--- src/rtl/alu_sequencer.sv ---
// Operation sequencer for an external 32-bit AND/OR/ADD ALU: single-cycle AND/OR/ADD/SUB/SLT
// and a 32-cycle shift-add multiply, with valid/ready request and response handshakes.
module alu_sequencer (
   input  logic        clk,
   input  logic        reset,
   input  logic        req_valid,
   output logic        req_ready,
   input  logic [2:0]  req_op,
   input  logic [31:0] req_a,
   input  logic [31:0] req_b,
   output logic        rsp_valid,
   input  logic        rsp_ready,
   output logic [31:0] rsp_result,
   output logic        rsp_zero,
   output logic        rsp_carry,
   output logic        rsp_overflow,
   output logic        rsp_illegal,
   output logic [31:0] alu_a,
   output logic [31:0] alu_b,
   output logic        alu_binvert,
   output logic        alu_carryin,
   output logic [1:0]  alu_operation,
   input  logic [31:0] alu_result,
   input  logic        alu_carryout
);

   typedef enum logic [1:0] {IDLE, EXEC, MUL, RESP} state_t;

   localparam logic [2:0] OP_AND = 3'b000;
   localparam logic [2:0] OP_OR  = 3'b001;
   localparam logic [2:0] OP_ADD = 3'b010;
   localparam logic [2:0] OP_SUB = 3'b011;
   localparam logic [2:0] OP_SLT = 3'b100;
   localparam logic [2:0] OP_MUL = 3'b101;

   state_t      state, state_nxt;
   logic [2:0]  op_q;
   logic [31:0] a_q;     // operand A; doubles as the multiplicand during MUL
   logic [31:0] b_q;     // operand B; doubles as the multiplier during MUL
   logic [31:0] acc;
   logic [4:0]  cnt;
   logic [31:0] b_eff;
   logic        ovf;
   logic        slt_bit;
   logic [31:0] mul_next;

   // NOTE: sequential state uses non-blocking assignments so every register samples pre-edge values.
   always_ff @(posedge clk) begin
      if (reset) state <= IDLE;
      else       state <= state_nxt;
   end

   // NOTE: every combinational output gets a default first so no path leaves it unassigned (no latches).
   always_comb begin
      state_nxt = state;
      case (state)
         IDLE: if (req_valid) state_nxt = (req_op == OP_MUL) ? MUL : EXEC;
         EXEC: state_nxt = RESP;
         MUL:  if (cnt == 5'd31) state_nxt = RESP;
         RESP: if (rsp_ready) state_nxt = IDLE;
         default: state_nxt = IDLE;
      endcase
   end

   always_comb begin
      req_ready     = (state == IDLE);
      rsp_valid     = (state == RESP);
      alu_a         = '0;
      alu_b         = '0;
      alu_binvert   = 1'b0;
      alu_carryin   = 1'b0;
      alu_operation = 2'b00;
      if (state == EXEC) begin
         case (op_q)
            OP_AND: begin alu_a = a_q; alu_b = b_q; alu_operation = 2'b00; end
            OP_OR:  begin alu_a = a_q; alu_b = b_q; alu_operation = 2'b01; end
            OP_ADD: begin alu_a = a_q; alu_b = b_q; alu_operation = 2'b10; end
            OP_SUB, OP_SLT: begin
               alu_a         = a_q;
               alu_b         = b_q;
               alu_operation = 2'b10;
               alu_binvert   = 1'b1;
               alu_carryin   = 1'b1;
            end
            default: ;
         endcase
      end else if (state == MUL) begin
         alu_a         = acc;
         alu_b         = a_q;
         alu_operation = 2'b10;
      end
   end

   // Flags derived from the operand the ALU actually added (B or ~B).
   assign b_eff    = alu_binvert ? ~b_q : b_q;
   assign ovf      = (a_q[31] == b_eff[31]) && (alu_result[31] != a_q[31]);
   assign slt_bit  = alu_result[31] ^ ovf;
   assign mul_next = b_q[0] ? alu_result : acc;

   always_ff @(posedge clk) begin
      if (reset) begin
         op_q         <= '0;
         a_q          <= '0;
         b_q          <= '0;
         acc          <= '0;
         cnt          <= '0;
         rsp_result   <= '0;
         rsp_zero     <= 1'b0;
         rsp_carry    <= 1'b0;
         rsp_overflow <= 1'b0;
         rsp_illegal  <= 1'b0;
      end else begin
         case (state)
            IDLE: if (req_valid) begin
               op_q <= req_op;
               a_q  <= req_a;
               b_q  <= req_b;
               acc  <= '0;
               cnt  <= '0;
            end
            EXEC: begin
               rsp_illegal <= 1'b0;
               case (op_q)
                  OP_AND, OP_OR: begin
                     rsp_result   <= alu_result;
                     rsp_zero     <= (alu_result == '0);
                     rsp_carry    <= 1'b0;
                     rsp_overflow <= 1'b0;
                  end
                  OP_ADD, OP_SUB: begin
                     rsp_result   <= alu_result;
                     rsp_zero     <= (alu_result == '0);
                     rsp_carry    <= alu_carryout;
                     rsp_overflow <= ovf;
                  end
                  OP_SLT: begin
                     rsp_result   <= {31'b0, slt_bit};
                     rsp_zero     <= ~slt_bit;
                     rsp_carry    <= alu_carryout;
                     rsp_overflow <= ovf;
                  end
                  default: begin
                     rsp_result   <= '0;
                     rsp_zero     <= 1'b1;
                     rsp_carry    <= 1'b0;
                     rsp_overflow <= 1'b0;
                     rsp_illegal  <= 1'b1;
                  end
               endcase
            end
            MUL: begin
               acc <= mul_next;
               a_q <= a_q << 1;
               b_q <= b_q >> 1;
               cnt <= cnt + 5'd1;
               if (cnt == 5'd31) begin
                  rsp_result   <= mul_next;
                  rsp_zero     <= (mul_next == '0);
                  rsp_carry    <= 1'b0;
                  rsp_overflow <= 1'b0;
                  rsp_illegal  <= 1'b0;
               end
            end
            default: ;
         endcase
      end
   end

endmodule

--- config.mk ---
export PLATFORM = sky130hd
export DESIGN_NAME = alu_sequencer
export DESIGN_NICKNAME = d
export VERILOG_FILES = /design/src/rtl/alu_sequencer.sv
export SDC_FILE = /design/constraint.sdc
export NUM_CORES = 1
export LEC_CHECK = 0
export CAP_MARGIN = 20
export CORE_MARGIN = 3
export CORE_UTILIZATION = 49
export CTS_BUF_LIST = sky130_fd_sc_hd__clkbuf_8
export DETAILED_ROUTE_END_ITERATION = 12
export PLACE_DENSITY = 0.82
export SETUP_SLACK_MARGIN = 0.5
export SLEW_MARGIN = 25
export SYNTH_ARGS = -nofsm -noshare
export SYNTH_HDL_FRONTEND = slang
export SYNTH_SLANG_ARGS = --single-unit
--- constraint.sdc ---
create_clock -name clk -period 2.45 [get_ports clk]
set_clock_uncertainty 0.15 [all_clocks]
set_input_delay 0.3675 -clock clk [delete_from_list [all_inputs] [get_ports clk]]
set_output_delay 0.3675 -clock clk [all_outputs]
set_load 0.005 [all_outputs]
=== After elaboration in Yosys (flattened, before gate mapping) ===
Cells that the tools add are included.

* Bits in registers: 142
* Output and inout port bits: 106

* $add $sub $neg: 1
* Eq/ne operators: 14
* Multiplexer cells: 39
* Bitwise gates (word level): 3
* Reductions and logical operators: 15

{| class="wikitable"
|+ Operators with widths
! kind !! number
|-
| $mux W32 || 12
|-
| $pmux W32 S2 || 5
|-
| $logic_not A32 Y1 || 2
|-
| $not A32 Y32 || 1
|-
| $mux W2 || 6
|-
| $pmux W1 S2 || 5
|-
| $pmux W5 S2 || 1
|-
| $pmux W2 S4 || 1
|-
| $mux W1 || 7
|-
| $eq A3 B2 Y1 const B || 2
|-
| $eq A3 B3 Y1 const B || 2
|-
| $reduce_and A2 Y1 || 3
|-
| $add A5 B1 Y5 const B || 1
|-
| $eq A5 B5 Y1 const B || 1
|-
| $mux W5 || 1
|-
| $reduce_or A5 Y1 || 1
|-
| $eq A2 B2 Y1 const B || 2
|-
| $ne A2 B1 Y1 const B || 2
|-
| $pmux W2 S2 || 1
|-
| $reduce_bool A2 Y1 || 2
|-
| $reduce_or A4 Y1 || 1
|-
| $eq A3 B1 Y1 const B || 1
|-
| $logic_not A3 Y1 || 1
|-
| $reduce_and A3 Y1 || 1
|-
| 10 further kinds || 10
|}

=== Depth between registers and ports, before layout ===
Gate-level depths: netlist of run 1.

* Word-level depth: 11
* Depth in mapped cells: 10

=== Worst setup path before layout of run 1 ===
No wires, ideal clock.

* Kind: flip-flop to output port
* Start point: register state[0]
* End point: output alu_a[0]
* Data arrival time: 1.457 ns
* Data required time: 1.933 ns
* Setup slack: 0.476 ns
* Stages on the path, launching flop included: 8
* Buffers on the path: 2
* Cell sequence: dfxtp_1 -> inv_1 -> ha_1 -> buf_2 -> inv_2 -> nor2_2 -> clkbuf_1 -> a22o_1

* Cells in the longest elaborated chain, start to end: 3
* Elaborated cells between the ends (all ways): 4

{| class="wikitable"
|+ Ends and longest elaborated chain
! element !! RTL line !! source
|-
| start, declared || 36 || <nowiki>state_t state, state_nxt;</nowiki>
|-
| start signal, assigned || 50 || <nowiki>else state <= state_nxt;</nowiki>
|-
| $eq A2 B2 Y1 || 87 || <nowiki>end else if (state == MUL) begin</nowiki>
|-
| $mux W32 || 87 ||
|-
| $mux W32 (*) || 73 || <nowiki>if (state == EXEC) begin</nowiki>
|-
| end, declared || 18 || <nowiki>output logic [31:0] alu_a,</nowiki>
|}

Every way passes the cells marked *; elsewhere a longest branch is shown, timed or not.

=== Final worst setup path of run 1 ===
* Start point: register state[1]
* End point: output alu_b[4]

* Cells in the longest elaborated chain, start to end: 3
* Elaborated cells between the ends (all ways): 4

{| class="wikitable"
|+ Ends and longest elaborated chain
! element !! RTL line !! source
|-
| $eq A2 B2 Y1 || 87 ||
|-
| $mux W32 || 87 ||
|-
| $mux W32 (*) || 73 ||
|-
| end, declared || 19 || <nowiki>output logic [31:0] alu_b,</nowiki>
|}

Marks and branches as above.

==> results of run 1 <==
-- layout make-up --
class / instances / area, sq um
Multi-Input combinational cell: 560 / 5345
Timing Repair Buffer: 354 / 4410
Sequential cell: 142 / 2860
Fill cell: 367 / 854.6
Clock buffer: 18 / 247.7
Tap cell: 180 / 225.2
Clock inverter: 14 / 166.4
Inverter: 8 / 37.54
Antenna cell: 1 / 2.502
-- registers in the layout, summed over array words and instances (netlist names) --
name          flops
rsp_overflow      1
a_q              32
op_q              3
rsp_result       32
rsp_illegal       1
acc              32
cnt               5
rsp_zero          1
state             2
b_q              32
rsp_carry         1
-- cell families after synthesis --
family,synth area share [%]
and+or+nand+nor,14.37
AOI/OAI and AO/OA,25.03
DFF,39.43
muxes,13.71
buffers and inverters,6.022
adders and majority gates,1.197
xor gates and xnor gates,0.2430
-- worst reg2reg max path, cell delays in order (launching register included) --
cell and delay, ps:
dfxtp_4 390, inv_4 50, ha_4 160, buf_12 120, buf_4 130, buf_8 120, buf_4 130, and2b_2 220
a21oi_4 280, buf_8 200, clkbuf_16 170, a221oi_4 50, nor3_2 230
-- metrics by stage --
stage | TNS [ps] | utilization (%) | std cells | hold WS (ps) | total power, mW
6_report | -6224 | 93.96 | 1277 | 304.5 | 18.11
5_1_grt | -7537 | 93.94 | 1276 | 302.5 | 18.39
4_1_cts | -339.7 | 81.31 | 1219 | 253.1 | 13.99
3_5_place_dp | 0 | 67.02 | 1123 | 298.7 | 9.098
3_3_place_gp | 0 | 67.02 | 1123 | 301.3 | 9.012
2_1_floorplan | 0 | - | 790 | 306.7 | 6.948
-- routing by layer --
metal,wire [microns],track usage [%],up-vias
met1,14050,45.80,4430
met2,19130,61.32,1090
met4,4718,21.26,0
met3,5409,8.570,414
li1,-,-,3594
met5,0,0,-
-- power by group --
group,switching [mW],internal [mW]
Combinational,5.86,6.15
Sequential,0.988,3.02
Clock,1.06,1.03
Total,7.91,10.2
-- cells in the final DEF, fill, tap and decap left out, drive strengths merged, types with 8 or more instances in the layout --
cell type,count
a211oi,63
inv,11
clkbuf,36
a22oi,35
a22o,64
nor2,142
o21ai,8
a221oi,32
mux2,30
a21oi,12
mux2i,65
dfxtp,142
nand2,12
nor3,34
clkdlybuf4s50,137
nor4,15
buf,197
-- final timing paths --
kind	startpoint	to	slack, ps	depth (start not counted)
worst max register to register	state[1]	rsp_result[13]	-40	12
worst min register to register	rsp_result[11]	rsp_result[11]	350	2
worst min-delay path	reset	acc[24]	300	2
worst max-delay path	state[1]	alu_b[4]	-190	9
-- repair_timing --
action | in CTS | in global routing
resized for setup | 477 | 191
gates cloned | 28 | 26
hold endpoints to repair | 0 | 0
pin swaps | 68 | 147
endpoints found under the setup margin | 198 | 208
setup buffers | 36 | 31
==> results.json, run 1 <==
{
  "status": "finished with violations",
  "violations": "negative setup slack",
  "end_kind": "output port",
  "criticalPathCategory": "register to output port",
  "drc": 0,
  "die_area_sq_um": 16200,
  "place_area_sq_um": 9483,
  "fp.dieW_microns": 127.3,
  "yosysTopAreaCell": "dfxtp_1",
  "critPathSlowestCell": "dfxtp_4",
  "critPathBufInv": 6,
  "cts_made_buffers": 17,
  "gp_congestion": 0.8783,
  "relSlewSlack_pct": 46.85,
  "layout_setup_ws_ps": -187.7,
  "hold_class": "primary input to register",
  "syn_inst": 790,
  "fin_crit_ps": 2638,
  "drtIter0Drc": 1522,
  "grt_max_degree": 55,
  "cts_root_buffer": "clkbuf_8",
  "vdd_ir_drop_max_uv": 876.3,
  "pin_count": 210,
  "syn_area_sq_um": 7209,
  "setup_viol": 68,
  "wl_microns": 43310,
  "leakagePower_nw": 5.061,
  "crit_top_cell": "buf_12",
  "drv_slew": 0,
  "synth_common_cells": "142 x dfxtp_1, 141 x nor2_1, 65 x mux2i_1",
  "async_flop_share_pct": 0,
  "drt-pass1-iter-count": 9,
  "grt_pass1_wl_microns": 47330,
  "die_h_microns": 127.3,
  "synth_nets": 900,
  "htreeDepth": 4,
  "min_period_over_period_pct": 107.7,
  "core_area_sq_um": 14150,
  "yosysMostFrequentCell": "dfxtp_1",
  "power_density_nw_per_um2": 1362,
  "portBuffers": 209,
  "ys_top_cells_by_area": "dfxtp_1 39%, mux2i_1 9.0%, a22o_1 7.8%, nor2_1 7.3%, a211oi_1 6.5%",
  "wl_per_cell_microns": 33.92,
  "startpoint_type": "register",
  "avgSynthCellArea_sq_um": 9.126,
  "dpl.hpwl_microns": 15790,
  "path_clk_slew_ps": 80,
  "synth_edf_count": 0,
  "arrival_ps": 2120,
  "postCtsHoldBufs": 0,
  "drv_cap": 0,
  "required_ps": 1930,
  "yosysSeqAreaShare_pct": 39.43,
  "insertion_delay_ps": 480,
  "start_util_pct": 50.95,
  "critPathTopFamily": "buffers and inverters",
  "ys.flop_type": "dfxtp_1",
  "max_freq_ghz": 0.3791,
  "cts_sinks": 142,
  "grt-ovfl-total": 0,
  "rsz0062_at_grt": "true",
  "drive_gt1_share_pct": 46.26,
  "pre_cts_ws_ps": 71.36,
  "cts_tree": "built",
  "max_stage_delay_ps": 390,
  "fin_area_sq_um": 13300,
  "path_cells": "buf_6 -> ha_4 -> inv_4 -> nor2_4 -> buf_12 -> buf_12 -> buf_16 -> a22o_1 -> buf_2",
  "synthToLayoutAreaGrowth_pct": 84.42,
  "grtUsageTotal_pct": 37.63,
  "yosysWarnings": 0,
  "worst_pin_slew_ps": 797.3,
  "clock_path_buffers": 2,
  "final_antenna_net_count": 0,
  "via_per_inst": 7.461,
  "ys_types": 52,
  "final_nets": 1193,
  "antenna_found_initial": 1,
  "hold_violations": 0,
  "yosysTopAreaCellShare_pct": 39.43,
  "crit_path_max_fanout": 6,
  "grt_pass1_vias": 8166,
  "via_count": 9528,
  "num_rows": 43,
  "yosys_register_bits": 142
}
(Power assumes the default switching activity.)
==> inputs of run 2 (changes only) <==
SLEW_MARGIN = unset   (was 25)
==> results of run 2 <==
Same layout as run 1: the final DEF is identical, and so are final timing and power.
==> inputs of run 3 (changes only) <==
CORE_UTILIZATION = 30   (was 49)
PLACE_DENSITY = unset   (was 0.82)
==> run 3 against run 2 <==
  * Sequential share of layout area up 0.37 points
  * Hold slack got worse by 55 ps
  * Register-to-register slack improved by 190 ps
  * Sequential power decreased by 3%
  * Critical path depth is 2 higher
  * The run still ends with negative setup slack left
  * Total power shrank 8.7%
  * Critical path type unchanged
  * First-iteration DRC count decreased by 62%
  * Utilization shrank 39 points
  * Cell area decreased by 1.9%
  * Sequential cell count unchanged
  * Largest power group unchanged
  * Highest routed layer unchanged
  * Die area increased by 60%
  * Clock power shrank 6%
==> results.json, run 3 (synthesized netlist as in run 1, its figures left out) <==
{
  "drive_gt1_share_pct": 45.62,
  "final_nets": 1193,
  "num_rows": 56,
  "hold_ws_ps": 249.4,
  "required_ps": 1930,
  "vdd_ir_drop_max_uv": 561.1,
  "fin_crit_ps": 2636,
  "drc": 0,
  "place_area_sq_um": 9686,
  "clock_path_buffers": 2,
  "crit_top_cell": "buf_6",
  "drt-pass1-iter-count": 5,
  "path_cells": "inv_4 -> ha_4 -> inv_4 -> nor2_4 -> buf_6 -> buf_6 -> buf_12 -> buf_16 -> buf_6 -> a22o_1 -> buf_2",
  "cts_made_buffers": 17,
  "cts_sinks": 142,
  "die_area_sq_um": 25930,
  "r2r_start": "state[0]",
  "final_util_pct": 55.37,
  "postCtsHoldBufs": 0,
  "grt_pass1_vias": 6985,
  "final_cell_mix": "138 x dfxtp_1, 138 x clkdlybuf4s50_1, 81 x nor2_1, 65 x mux2i_1, 63 x a22o_1",
  "die_h_microns": 161.0,
  "antenna_found_initial": 0,
  "status": "finished with violations",
  "violations": "negative setup slack",
  "max_stage_delay_ps": 390,
  "pin_count": 210,
  "portBuffers": 209,
  "grt_pass1_wl_microns": 42080,
  "min_from": "reset",
  "final_antenna_net_count": 0,
  "hold_class": "primary input to register",
  "relSlewSlack_pct": 57.13,
  "grt_max_degree": 82,
  "min_period_over_period_pct": 107.6,
  "layout_setup_ws_ps": -186.0,
  "synthToLayoutAreaGrowth_pct": 80.82,
  "start_util_pct": 30.62,
  "via_per_inst": 5.653,
  "timing.rr.end": "rsp_result[0]",
  "worst_pin_slew_ps": 643.1,
  "path_clk_slew_ps": 90,
  "wl_per_cell_microns": 24.45,
  "cts_tree": "built",
  "insertion_delay_ps": 470,
  "startpoint_type": "register",
  "max_freq_ghz": 0.3794,
  "end_kind": "output port",
  "wl_microns": 34600,
  "drtIter0Drc": 578,
  "power_density_nw_per_um2": 1268,
  "leakagePower_nw": 4.911,
  "drv_cap": 0,
  "htreeDepth": 4,
  "min_to": "rsp_carry",
  "arrival_ps": 2120,
  "p_total_mw": 16.53,
  "n_antenna_cell": 0,
  "r2r_slack_ps": 150,
  "gp_congestion": 0.8220,
  "hold_depth": 2,
  "criticalPathCategory": "register to output port",
  "cts_root_buffer": "clkbuf_8",
  "crit_path_max_fanout": 7,
  "register_area_sq_um": 2853,
  "fp.dieW_microns": 161.0,
  "grt-ovfl-total": 0,
  "setup_viol": 52,
  "grtUsageTotal_pct": 20.74,
  "core_area_sq_um": 23540,
  "fillers": 2044,
  "drv_slew": 0,
  "critPathSlowestCell": "dfxtp_4",
  "fin_area_sq_um": 13040,
  "rsz0062_at_grt": "true",
  "hold_violations": 0,
  "multi_input_area_sq_um": 5218,
  "dpl.hpwl_microns": 18180,
  "reg2reg_depth": 11,
  "final_cells": 1415,
  "via_count": 7999,
  "dp.cells": 1269
}
## run 3: cell count changes in the layout (fill, tap and decap cells not counted), moves of 16 or more
cell and change:
a211oi_1 -25, a211oi_2 +25, nor2_2 +25, buf_16 -23
nor2_1 -18, mux2i_1 +16
## run 3: timing repair
| action | in CTS | in global routing |
|---|---|---|
| gates resized for setup | 340 | 301 |
| gates cloned | 9 | 38 |
| pin swaps | 28 | 95 |
| setup buffers | 30 | 37 |
| endpoints found under the setup margin | 202 | 205 |
## run 3: worst max path at each step
stage,to,startpoint,depth (start not counted),slack [ps]
floorplan,alu_a[0],state[0],7,480
global placement,alu_a[18],state[1],6,110
detailed placement,alu_a[18],state[1],6,60
CTS,alu_a[21],state[0],7,-290
global route,alu_b[28],state[0],11,-250
finish,alu_a[24],state[0],11,-190
## run 3: routing by layer
metal / vias up / track usage [%] / share of wire (%)
li1: 3598 / - / -
met1: 3971 / 28.36 / 41
met2: 361 / 32.85 / 50
met3: 69 / 4.360 / 6.4
met4: 0 / 6.727 / 2.8
met5: - / 0 / 0
## run 3: area by class of cell
type                       count  share of cell area, %
sequential                   142                  21.88
timing repair buffer         354                  31.72
clock inverter                12                 0.9118
inverter                       8                 0.2879
multi-input combinational    560                  40.02
tap                          319                  3.062
clock buffer                  20                  2.112
## run 3: report_power, final
| group | internal (mW) | switching [mW] | total, mW |
|---|---|---|---|
| sequential | 3.02 | 0.868 | 3.88 |
| clock | 0.974 | 0.997 | 1.97 |
| combinational | 5.63 | 5.05 | 10.7 |
| total | 9.62 | 6.92 | 16.5 |
## run 3: stage by stage
step | setup TNS [ps] | worst slack [ps]
global placement | 0 | 106.4
global route | -6037 | -247.0
finish | -3109 | -186.0
CTS | -2248 | -292.0
detailed placement | 0 | 55.69
floorplan | 0 | 475.7
## run 3: critical path, delay by kind of cell (launching register included)
family / cells / cell delay, ps
AO/OA/AOI/OAI: 1 / 210
adder cells (fa/ha/maj): 1 / 160
buffers and inverters: 8 / 820
flip-flops: 1 / 390
AND/OR/NAND/NOR: 1 / 70
